$ cat src/rtl/trans_tracker.sv
// Multi-channel saturating occupancy tracker with full/empty/almost flags and sticky errors.
// Define TRANS_TRACKER_HWM_EN to add the per-channel high-water-mark output hwm.
module trans_tracker #(
  parameter int unsigned NUM_CH     = 2,
  parameter int unsigned WIDTH      = 8,
  parameter int unsigned MAX_VALUE  = 255,
  parameter int unsigned AFULL_LVL  = 240,
  parameter int unsigned AEMPTY_LVL = 4
) (
  input  logic                    clk,
  input  logic                    rst,
  input  logic [NUM_CH-1:0]       clr,
  input  logic [NUM_CH-1:0]       inc,
  input  logic [NUM_CH-1:0]       dec,
  input  logic                    err_clr,
  output logic [NUM_CH*WIDTH-1:0] count,
  output logic [NUM_CH-1:0]       full,
  output logic [NUM_CH-1:0]       empty,
  output logic [NUM_CH-1:0]       afull,
  output logic [NUM_CH-1:0]       aempty,
  output logic [NUM_CH-1:0]       ovf_err,
`ifdef TRANS_TRACKER_HWM_EN
  output logic [NUM_CH*WIDTH-1:0] hwm,
`endif
  output logic [NUM_CH-1:0]       udf_err
);

  localparam logic [WIDTH-1:0] MAX_W    = WIDTH'(MAX_VALUE);
  localparam logic [WIDTH-1:0] AFULL_W  = WIDTH'(AFULL_LVL);
  localparam logic [WIDTH-1:0] AEMPTY_W = WIDTH'(AEMPTY_LVL);
  localparam logic [WIDTH-1:0] ONE_W    = WIDTH'(1);

  typedef enum logic [2:0] {
    OP_HOLD,
    OP_CLR,
    OP_INC,
    OP_DEC
  } op_e;

  // Per-channel priority: clr > (inc & dec, net zero) > inc > dec.
  function automatic op_e decode_op(input logic c, input logic i, input logic d);
    if (c)           return OP_CLR;
    else if (i && d) return OP_HOLD;
    else if (i)      return OP_INC;
    else if (d)      return OP_DEC;
    else             return OP_HOLD;
  endfunction

  logic [WIDTH-1:0]  count_q [NUM_CH];
  logic [WIDTH-1:0]  count_d [NUM_CH];
  logic [NUM_CH-1:0] full_q, full_d;
  logic [NUM_CH-1:0] empty_q, empty_d;
  logic [NUM_CH-1:0] afull_q, afull_d;
  logic [NUM_CH-1:0] aempty_q, aempty_d;
  logic [NUM_CH-1:0] ovf_q, ovf_d;
  logic [NUM_CH-1:0] udf_q, udf_d;
`ifdef TRANS_TRACKER_HWM_EN
  logic [WIDTH-1:0]  hwm_q [NUM_CH];
  logic [WIDTH-1:0]  hwm_d [NUM_CH];
`endif

  always_comb begin
    for (int ch = 0; ch < NUM_CH; ch++) begin
      // NOTE: every next-state signal gets a default before any branch so no latch is inferred.
      count_d[ch] = count_q[ch];
      ovf_d[ch]   = ovf_q[ch] & ~err_clr;
      udf_d[ch]   = udf_q[ch] & ~err_clr;

      unique case (decode_op(clr[ch], inc[ch], dec[ch]))
        OP_CLR:  count_d[ch] = '0;
        OP_INC: begin
          if (count_q[ch] >= MAX_W) ovf_d[ch] = 1'b1;
          else                      count_d[ch] = count_q[ch] + ONE_W;
        end
        OP_DEC: begin
          if (count_q[ch] == '0) udf_d[ch] = 1'b1;
          else                   count_d[ch] = count_q[ch] - ONE_W;
        end
        default: ;
      endcase

      // Flags come from the next count so they move on the same edge as count.
      full_d[ch]   = (count_d[ch] == MAX_W);
      empty_d[ch]  = (count_d[ch] == '0);
      afull_d[ch]  = (count_d[ch] >= AFULL_W);
      aempty_d[ch] = (count_d[ch] <= AEMPTY_W);
`ifdef TRANS_TRACKER_HWM_EN
      if (clr[ch])                       hwm_d[ch] = '0;
      else if (count_d[ch] > hwm_q[ch])  hwm_d[ch] = count_d[ch];
      else                               hwm_d[ch] = hwm_q[ch];
`endif
    end
  end

  // NOTE: sequential state uses non-blocking assignments so all registers update together.
  always_ff @(posedge clk) begin
    if (rst) begin
      for (int ch = 0; ch < NUM_CH; ch++) begin
        count_q[ch] <= '0;
`ifdef TRANS_TRACKER_HWM_EN
        hwm_q[ch]   <= '0;
`endif
      end
      full_q   <= '0;
      empty_q  <= '1;
      afull_q  <= '0;
      aempty_q <= '1;
      ovf_q    <= '0;
      udf_q    <= '0;
    end else begin
      for (int ch = 0; ch < NUM_CH; ch++) begin
        count_q[ch] <= count_d[ch];
`ifdef TRANS_TRACKER_HWM_EN
        hwm_q[ch]   <= hwm_d[ch];
`endif
      end
      full_q   <= full_d;
      empty_q  <= empty_d;
      afull_q  <= afull_d;
      aempty_q <= aempty_d;
      ovf_q    <= ovf_d;
      udf_q    <= udf_d;
    end
  end

  for (genvar g = 0; g < NUM_CH; g++) begin : g_pack
    assign count[g*WIDTH +: WIDTH] = count_q[g];
`ifdef TRANS_TRACKER_HWM_EN
    assign hwm[g*WIDTH +: WIDTH]   = hwm_q[g];
`endif
  end

  assign full    = full_q;
  assign empty   = empty_q;
  assign afull   = afull_q;
  assign aempty  = aempty_q;
  assign ovf_err = ovf_q;
  assign udf_err = udf_q;

endmodule

$ cat config.mk
export PLATFORM = sky130hd
export DESIGN_NAME = trans_tracker
export DESIGN_NICKNAME = d
export VERILOG_FILES = /design/src/rtl/trans_tracker.sv
export SDC_FILE = /design/constraint.sdc
export NUM_CORES = 1
export LEC_CHECK = 0
export BUFFER_PORTS_ARGS = -buffer_cell sky130_fd_sc_hd__buf_2
export CORE_MARGIN = 3
export CORE_UTILIZATION = 40
export DETAILED_ROUTE_END_ITERATION = 7
export PLACE_DENSITY = 0.69
export SLEW_MARGIN = 20
export SYNTH_ARGS = -nofsm -noshare
export SYNTH_HDL_FRONTEND = slang
export SYNTH_SLANG_ARGS = --single-unit
$ cat constraint.sdc
create_clock -name clk -period 2.49 [get_ports clk]
set_input_delay 0.249 -clock clk [delete_from_list [all_inputs] [get_ports clk]]
set_output_delay 0.249 -clock clk [all_outputs]
set_load 0.02 [all_outputs]
==> summary.txt, run 1 <==
Outcome: finished clean
Critical Path End Type: register
Htree depth: 1
Root buffer cell: clkbuf_8
Final hold vios: 0
Cell Pwr Density: 448.8 nW/um^2
# hold bufs at CTS: 0
Row count: 25
Synth cell count leaders: 33 x nor2_1, 28 x dfxtp_1, 15 x o21ai_0, 13 x inv_1, 12 x nand2_1
Vias: 2170
Fill cell count: 472
Post-synthesis instance total: 255
EDFF count, synth: 0
Seq cells post-synth: 28
Clock Pin Slew Worst Setup and Hold Paths: 0.10 ns
Top FF cell, synth: dfxtp_1
CTS tree: yes
Largest net degree at the start of global routing: 21
Reg area: 564.3 um^2
Initial antenna violation count: 0
Design Area, Final: 2605 um^2
WP data arrival: 2.66 ns
Dpl cells: 376
Final Max Tran Viols: 0
Unrepaired setup endpoints after global routing: yes
Worst Path Max Fanout: 9
Ports: 37
Setup WS post-layout: 0.02014 ns
YS warnings: 0
Tot Pwr: 1.169 mW
Avg Cell Area, Syn: 7.890 um^2
Starting density of the core: 0.4204
Share of cells above drive strength 1: 0.3503
Worst Path Class, Setup: reg2reg
Most frequent cell after synthesis: nor2_1
Vias in the first global route: 2141
Cell area after synthesis: 2012 um^2
Die Ht: 76.92 um
DR pass1 iterations: 4
Worst EP required: 2.68 ns
Dpl ws: -0.02340 ns
DIE AREA: 5917 um^2
Worst Skew: 0.008009 ns
Num CTS Buffers: 3
Final non-filler cell total: 381
Leakage: 1.126 nW
Via/cell ratio: 5.696
Hold crit path type: in2reg
M1 WL: 2509 um
Final worst path period need: 2.470 ns
Synth Net Count: 272
WL per Instance: 15.53 um
Cell variety after synth: 62
Final nets: 332
ANT nets after route: 0
Worst Max-Slew Pin Slew: 0.5087 ns
IO Port Bufs: 36
Gr usage total: 0.2008
DPL Wire Length: 4511 um
Synth top area cells: dfxtp_1 28%, nor2_1 6.2%, ha_1 5.0%
Seq/Total Area, Yosys: 0.2786
Drc violations: 0
Total Routed Length: 5918 um
WL met3: 348 um
Synth area leader: dfxtp_1
GRT overflow: 0
Max rail drop VDD: 0.0002999 V
Yosys top cell area share: 0.2786
First-pass GRT wire length: 9901 um
Area taken by multi-input logic gates: 1409 um^2
Fmax: 0.4049 GHz
Core box area: 4786 um^2
Final worst-path cycle share: 0.9919
DR iter-0 viols: 103
Die X: 76.92 um
Num Clock Sinks: 28
Wire length on met2: 2956 um
Skew-Pair Late Insertion Delay: 0.28 ns
Ant. Diodes: 0
Startpoint Class: register
Max clock buf depth: 2
DR top layer: met4
Layout Area Growth over Synthesis: 29.48%
GPL Wtd Cong: 0.9545
Placed Area: 2450 um^2
Max-Cap Viols: 0
Slew headroom: 0.6604
Share of flip-flops with an asynchronous set or reset: 0
Final setup viols: 0
Setup_tns: 0 ns
## sequential cells by signal (all words and copies together) (netlist names)
register  flops
aempty        2
afull         2
count_q      16
empty         2
full          2
ovf_err       2
udf_err       2
## power by group
part           total, mW  internal, mW  switching (mW)
Sequential         0.480         0.465          0.0143
Clock              0.360         0.215           0.144
Combinational      0.330         0.148           0.182
## worst paths after layout
path,startpoint,end,cells past startpoint,slack (ns)
max,count_q[0][0],full[0],8,0.02
min,rst,ovf_err[1],2,0.35
max reg2reg,count_q[0][0],full[0],8,0.02
min reg2reg,udf_err[0],udf_err[0],2,0.50
## kinds of logic (layout without fill, tap and decap cells)
logic type,count (synthesis),count (layout),synth area share
AO/OA/AOI/OAI,71,71,0.2587
XOR/XNOR,3,3,0.01306
adder cells (fa/ha/maj),8,8,0.04975
buffers and inverters,27,86,0.06095
flip-flops,28,28,0.2786
multiplexers,5,5,0.02488
AND/OR/NAND/NOR,113,113,0.3141
## cell usage in the layout (no fill, tap or decap), drive strengths merged, types with 2 or more instances in the layout
cell	synthesis	final
a211oi	3	3
a21boi	3	3
a21o	2	2
a21oi	9	9
a22oi	2	2
a31o	5	5
a32oi	3	3
a41o	3	3
and2	7	7
and3	6	6
and4	2	2
buf	5	69
clkbuf	9	3
dfxtp	28	28
ha	8	8
inv	13	13
mux2i	5	5
nand2	12	12
nand2b	5	5
nand3	6	6
nand4	4	4
nor2	33	33
nor3	8	8
nor3b	5	5
nor4	6	6
o21a	3	3
o21ai	16	16
o22ai	6	6
o31ai	3	3
or2	3	3
or3	5	5
or3b	2	2
or4	4	4
or4b	2	2
xnor2	3	3
## metal layers
| metal | track usage | vias to the layer above |
|---|---|---|
| met2 | 0.3554 | 83 |
| met4 | 0.08333 | 0 |
| met3 | 0.02465 | 8 |
| met5 | 0 | - |
| met1 | 0.2435 | 1005 |
| li1 | - | 1074 |
## final cells by class
class | instances | area share
multi-input combinational | 200 | 0.5408
sequential | 28 | 0.2166
timing repair buffer | 69 | 0.1643
tap | 67 | 0.03218
inverter | 13 | 0.01873
clock buffer | 3 | 0.01585
clock inverter | 1 | 0.01153
## stage by stage
step	util	hold slack, ns
2_1_floorplan	-	0.3302
3_3_place_gp	0.5119	0.4764
3_5_place_dp	0.5119	0.4837
4_1_cts	0.5286	0.3526
5_1_grt	0.5443	0.3763
6_report	0.5443	0.3544
## critical path: stages, from the launching register on
cell      delay (ns)
dfxtp_1         0.32
buf_4           0.16
or4_4           0.42
or4_4           0.43
o22ai_2         0.16
a211oi_2        0.06
buf_4           0.17
or3_4           0.39
nor4_4          0.25
## repair_timing
| item | 4_1_cts | 5_1_grt |
|---|---|---|
| setup endpoints to repair | 3 | 10 |
| buffers inserted | 0 | 1 |
| pin swaps | 1 | 4 |
| resized for setup | 2 | 14 |
(Power assumes the default switching activity.)
==> run 2, diff against run 1 <==
--- a/config.mk
+++ b/config.mk
@@ -7,9 +7,9 @@
 export LEC_CHECK = 0
 export BUFFER_PORTS_ARGS = -buffer_cell sky130_fd_sc_hd__buf_2
 export CORE_MARGIN = 3
-export CORE_UTILIZATION = 40
+export CORE_UTILIZATION = 50
 export DETAILED_ROUTE_END_ITERATION = 7
-export PLACE_DENSITY = 0.69
+export PLACE_DENSITY = 0.82
 export SLEW_MARGIN = 20
 export SYNTH_ARGS = -nofsm -noshare
 export SYNTH_HDL_FRONTEND = slang
==> summary.txt, run 2 (synthesis gave the netlist of run 1 again) <==
Outcome: finished clean
Worst Path Class, Setup: reg2reg
Die Ht: 69.44 um
# hold bufs at CTS: 0
Leakage: 1.125 nW
Fmax: 0.4163 GHz
Final hold vios: 0
Max reg flops: 16
Worst Skew: 0.004517 ns
Cell Pwr Density: 451.0 nW/um^2
Root buffer cell: clkbuf_8
Fill cell count: 324
Critical Path End Type: register
Comb power frac: 0.283
DIE AREA: 4821 um^2
Htree depth: 1
DR iter-0 viols: 145
Hold crit path type: in2reg
Setup bufs post-CTS: 0
Int Power: 0.8295 mW
Ports: 37
Max-Cap Viols: 0
Die X: 69.44 um
Worst reg2reg path depth: 7
Biggest register: count_q
Num CTS Buffers: 3
Initial antenna violation count: 0
Final worst path period need: 2.402 ns
Skew-Pair Late Insertion Delay: 0.27 ns
Most common cell after layout, fill and taps aside: buf_4
Num Clock Sinks: 28
Switching share of total power: 0.2885
Seq pwr share: 0.412
DPL Wire Length: 4419 um
Dpl cells: 362
WP data arrival: 2.59 ns
Core box area: 3771 um^2
Max rail drop VDD: 0.0003011 V
GRT overflow: 0
Final Core Density: 0.6855
Final non-filler cell total: 366
Unrepaired setup endpoints after global routing: yes
CTS tree: yes
Most frequent cells in the layout: 37 x buf_4, 36 x buf_2, 33 x nor2_1, 25 x dfxtp_1, 13 x inv_1
Met3 usage: 0.02899
Largest net degree at the start of global routing: 21
Layout Area Growth over Synthesis: 28.48%
Ant. Diodes: 0
Max clock buf depth: 2
Reg2Reg Capture Point: full[0]
Worst Max-Slew Pin Slew: 0.4908 ns
Vias: 2265
Reg-to-reg setup timing slack: 0.09 ns
Worst Path Max Fanout: 3
Gr usage total: 0.2387
Hold_sp: rst
Drc violations: 0
Worst r2r src: count_q[0][3]
Final nets: 336
Clock Pin Slew Worst Setup and Hold Paths: 0.10 ns
Starting density of the core: 0.5335
Met2 usage in global routing: 0.4036
ANT nets after route: 0
Switch Pwr: 0.3363 mW
Final worst-path cycle share: 0.9648
Hold worst-path end: count_q[0][9]
Worst EP required: 2.68 ns
Via/cell ratio: 6.189
DR pass1 iterations: 5
GR peak layer: met2
First-pass GRT wire length: 9763 um
IO Port Bufs: 36
Slew headroom: 0.6724
WL per Instance: 15.87 um
Share of cells above drive strength 1: 0.3428
Setup WS post-layout: 0.08774 ns
Hold depth: 2
Final setup viols: 0
Final Max Tran Viols: 0
GR Util met1: 0.3025
Startpoint Class: register
GPL Wtd Cong: 0.9825
Dpl ws: 0.01962 ns
Total Routed Length: 5808 um
Vias in the first global route: 2127
Row count: 22
Power share of the clock group: 0.305
-- run 2: cell types whose count changed in the layout (fill, tap and decap cells not counted), sizes merged --
cell and change:
buf +4
-- run 2: power groups by stage --
stage                     logic [mW]  clock network [mW]  registers, mW
after floorplan                0.184                   0          0.511
after global placement         0.305                   0          0.490
after detailed placement       0.312                   0          0.491
after CTS                      0.316               0.357          0.480
after global routing           0.360               0.377          0.484
final                          0.330               0.355          0.480
-- run 2: critical path, cell delays in order, from the launching register on --
cell	delay, ns
dfxtp_1	0.33
or4_4	0.54
or4_1	0.40
o22ai_1	0.16
a211oi_1	0.06
buf_4	0.17
or3_1	0.41
nor4_2	0.25
-- run 2: worst max-delay path by stage --
stage,start,end,slack [ns],cells after the start
5_1_grt,count_q[0][3],full[0],-0.01,7
4_1_cts,count_q[0][0],empty[0],0.05,9
2_1_floorplan,count_q[0][13],full[1],0.006,8
3_3_place_gp,count_q[0][8],full[1],0.07,8
3_5_place_dp,count_q[0][8],full[1],0.02,8
6_report,count_q[0][3],full[0],0.09,7
-- run 2: metal layers --
metal	vias up	wire length, um
met5	-	0
met4	0	186
met3	20	360
met2	108	2902
met1	1057	2359
li1	1080	-
-- run 2: cell type report --
type	instances	area [um^2]	share of cell area
multi-input combinational	200	1380	0.5339
sequential	28	566.8	0.2193
timing repair buffer	73	457.9	0.1772
clock buffer	3	41.29	0.01597
inverter	13	48.80	0.01888
clock inverter	1	30.03	0.01162
tap	48	60.06	0.02323
-- run 2: timing repair --
| item | in CTS | in global routing |
|---|---|---|
| setup endpoints to repair | 1 | 6 |
| pin swaps | 0 | 1 |
| resized for setup | 1 | 11 |
| hold endpoints to repair | 0 | 0 |
-- run 2: per-stage QoR --
| step | power [mW] | area (um^2) | setup TNS [ns] | hold slack, ns |
|---|---|---|---|---|
| after floorplan | 0.6959 | 2026 | 0 | 0.3302 |
| after global placement | 0.7954 | 2464 | 0 | 0.4685 |
| after detailed placement | 0.8024 | 2464 | 0 | 0.4754 |
| after CTS | 1.154 | 2537 | 0 | 0.3605 |
| after global routing | 1.221 | 2585 | -0.01105 | 0.3756 |
| final | 1.166 | 2585 | 0 | 0.3589 |
==> run 3, diff against run 2 <==
--- a/config.mk
+++ b/config.mk
@@ -9,8 +9,8 @@
 export CORE_MARGIN = 3
 export CORE_UTILIZATION = 50
 export DETAILED_ROUTE_END_ITERATION = 7
-export PLACE_DENSITY = 0.82
-export SLEW_MARGIN = 20
+export PLACE_DENSITY_LB_ADDON = 0.05
+export SLEW_MARGIN = 25
 export SYNTH_ARGS = -nofsm -noshare
 export SYNTH_HDL_FRONTEND = slang
 export SYNTH_SLANG_ARGS = --single-unit
==> summary.txt, run 3 (synthesis gave the netlist of run 1 again) <==
Outcome: finished clean
Switch Pwr: 0.3307 mW
Vias: 2211
GR Util met1: 0.3533
DIE AREA: 4821 um^2
Num Clock Sinks: 28
Cell Pwr Density: 452.0 nW/um^2
Switching share of total power: 0.2849
WP data arrival: 2.59 ns
Core box area: 3771 um^2
Row count: 22
GRT overflow: 0
Worst Path Class, Setup: reg2reg
Met2 usage in global routing: 0.3326
Hold_ws: 0.3545 ns
Slew headroom: 0.6847
# hold bufs at CTS: 0
Initial antenna violation count: 0
Num CTS Buffers: 3
Worst EP required: 2.69 ns
Final worst-path cycle share: 0.9607
IO Port Bufs: 36
Fill cell count: 315
Startpoint Class: register
Final Core Density: 0.6812
Final Max Tran Viols: 0
Max rail drop VDD: 0.0004146 V
Drc violations: 0
Die X: 69.44 um
DR pass1 iterations: 5
Gr usage total: 0.2313
Largest net degree at the start of global routing: 21
DPL Wire Length: 4395 um
Worst Skew: 0.008440 ns
Layout Area Growth over Synthesis: 27.67%
WL per Instance: 16.09 um
Hold crit path type: in2reg
Skew-Pair Late Insertion Delay: 0.27 ns
Clock Pin Slew Worst Setup and Hold Paths: 0.09 ns
Fmax: 0.4180 GHz
Int Power: 0.8302 mW
Met3 usage: 0.05217
Setup WS post-layout: 0.09789 ns
Area taken by multi-input logic gates: 1395 um^2
Comb power frac: 0.290
Seq pwr share: 0.412
Design Area, Final: 2569 um^2
CTS tree: yes
Via/cell ratio: 6.108
Reg-to-reg setup timing slack: 0.1 ns
Total Routed Length: 5823 um
Biggest register: count_q
Power share of the clock group: 0.298
Leakage: 1.103 nW
Final hold vios: 0
Max clock buf depth: 2
Htree depth: 1
Critical Path End Type: register
Final worst path period need: 2.392 ns
First-pass GRT wire length: 9135 um
GR peak layer: met1
Final setup viols: 0
Ant. Diodes: 0
Max-Cap Viols: 0
Worst Path Max Fanout: 7
Share of cells above drive strength 1: 0.3567
Ports: 37
DR iter-0 viols: 244
Starting density of the core: 0.5335
Vias in the first global route: 1880
Setup bufs post-CTS: 0
GPL Wtd Cong: 0.9408
Placed Area: 2441 um^2
Die Ht: 69.44 um
Final nets: 332
Max reg flops: 16
Dpl ws: 0.002216 ns
ANT nets after route: 0
Most frequent cells in the layout: 36 x buf_2, 33 x nor2_1, 33 x buf_4, 24 x dfxtp_1, 13 x inv_1
Most common cell after layout, fill and taps aside: buf_2
Root buffer cell: clkbuf_8
Worst Max-Slew Pin Slew: 0.4723 ns
Reg area: 565.5 um^2
[run 3: repair_timing]
| item | CTS | global route |
|---|---|---|
| pin swaps | 0 | 2 |
| endpoints found under the hold margin | 0 | 0 |
| resized for setup | 2 | 16 |
| endpoints found under the setup margin | 2 | 8 |
[run 3: worst max-delay path: stages (launching register included)]
cell and delay, ns:
dfxtp_2 0.36, inv_1 0.11, ha_1 0.14, or3b_4 0.40, or4b_4 0.49, o21ai_2 0.07, a32oi_2 0.14, or4_4 0.50
nor3_2 0.11
[run 3: through the flow]
| stage | setup TNS, ns | total power, mW | cells |
|---|---|---|---|
| after floorplan | 0 | 0.6959 | 255 |
| after global placement | -0.001850 | 0.8005 | 359 |
| after detailed placement | 0 | 0.8015 | 359 |
| after CTS | 0 | 1.154 | 363 |
| after global routing | -0.004737 | 1.225 | 362 |
| final | 0 | 1.161 | 362 |
[run 3: layout make-up]
class,count,area share
repair buffers,69,0.1666
inverters,13,0.01900
clock inverters,1,0.01169
multi-input cells,200,0.5431
well taps,48,0.02338
clock buffers,3,0.01607
flip-flops and latches,28,0.2202
[run 3: metal layers]
metal	up-vias	share of wire
met5	-	0
met4	0	0.0053
met3	6	0.10
met2	116	0.42
met1	1015	0.47
li1	1074	-
[run 3: final timing paths]
kind / start / endpoint / cells past startpoint
hold reg to reg: udf_err[0] / udf_err[0] / 2
hold / removal: rst / count_q[0][12] / 2
setup reg to reg: count_q[0][8] / full[1] / 8
setup / recovery: count_q[0][8] / full[1] / 8
[run 3: power by group through the flow]
| stage | clock [mW] | combinational [mW] | sequential [mW] |
|---|---|---|---|
| finish | 0.346 | 0.337 | 0.478 |
| global route | 0.379 | 0.365 | 0.481 |
| CTS | 0.357 | 0.319 | 0.478 |
| detailed placement | 0 | 0.314 | 0.488 |
| global placement | 0 | 0.312 | 0.488 |
| floorplan | 0 | 0.184 | 0.511 |
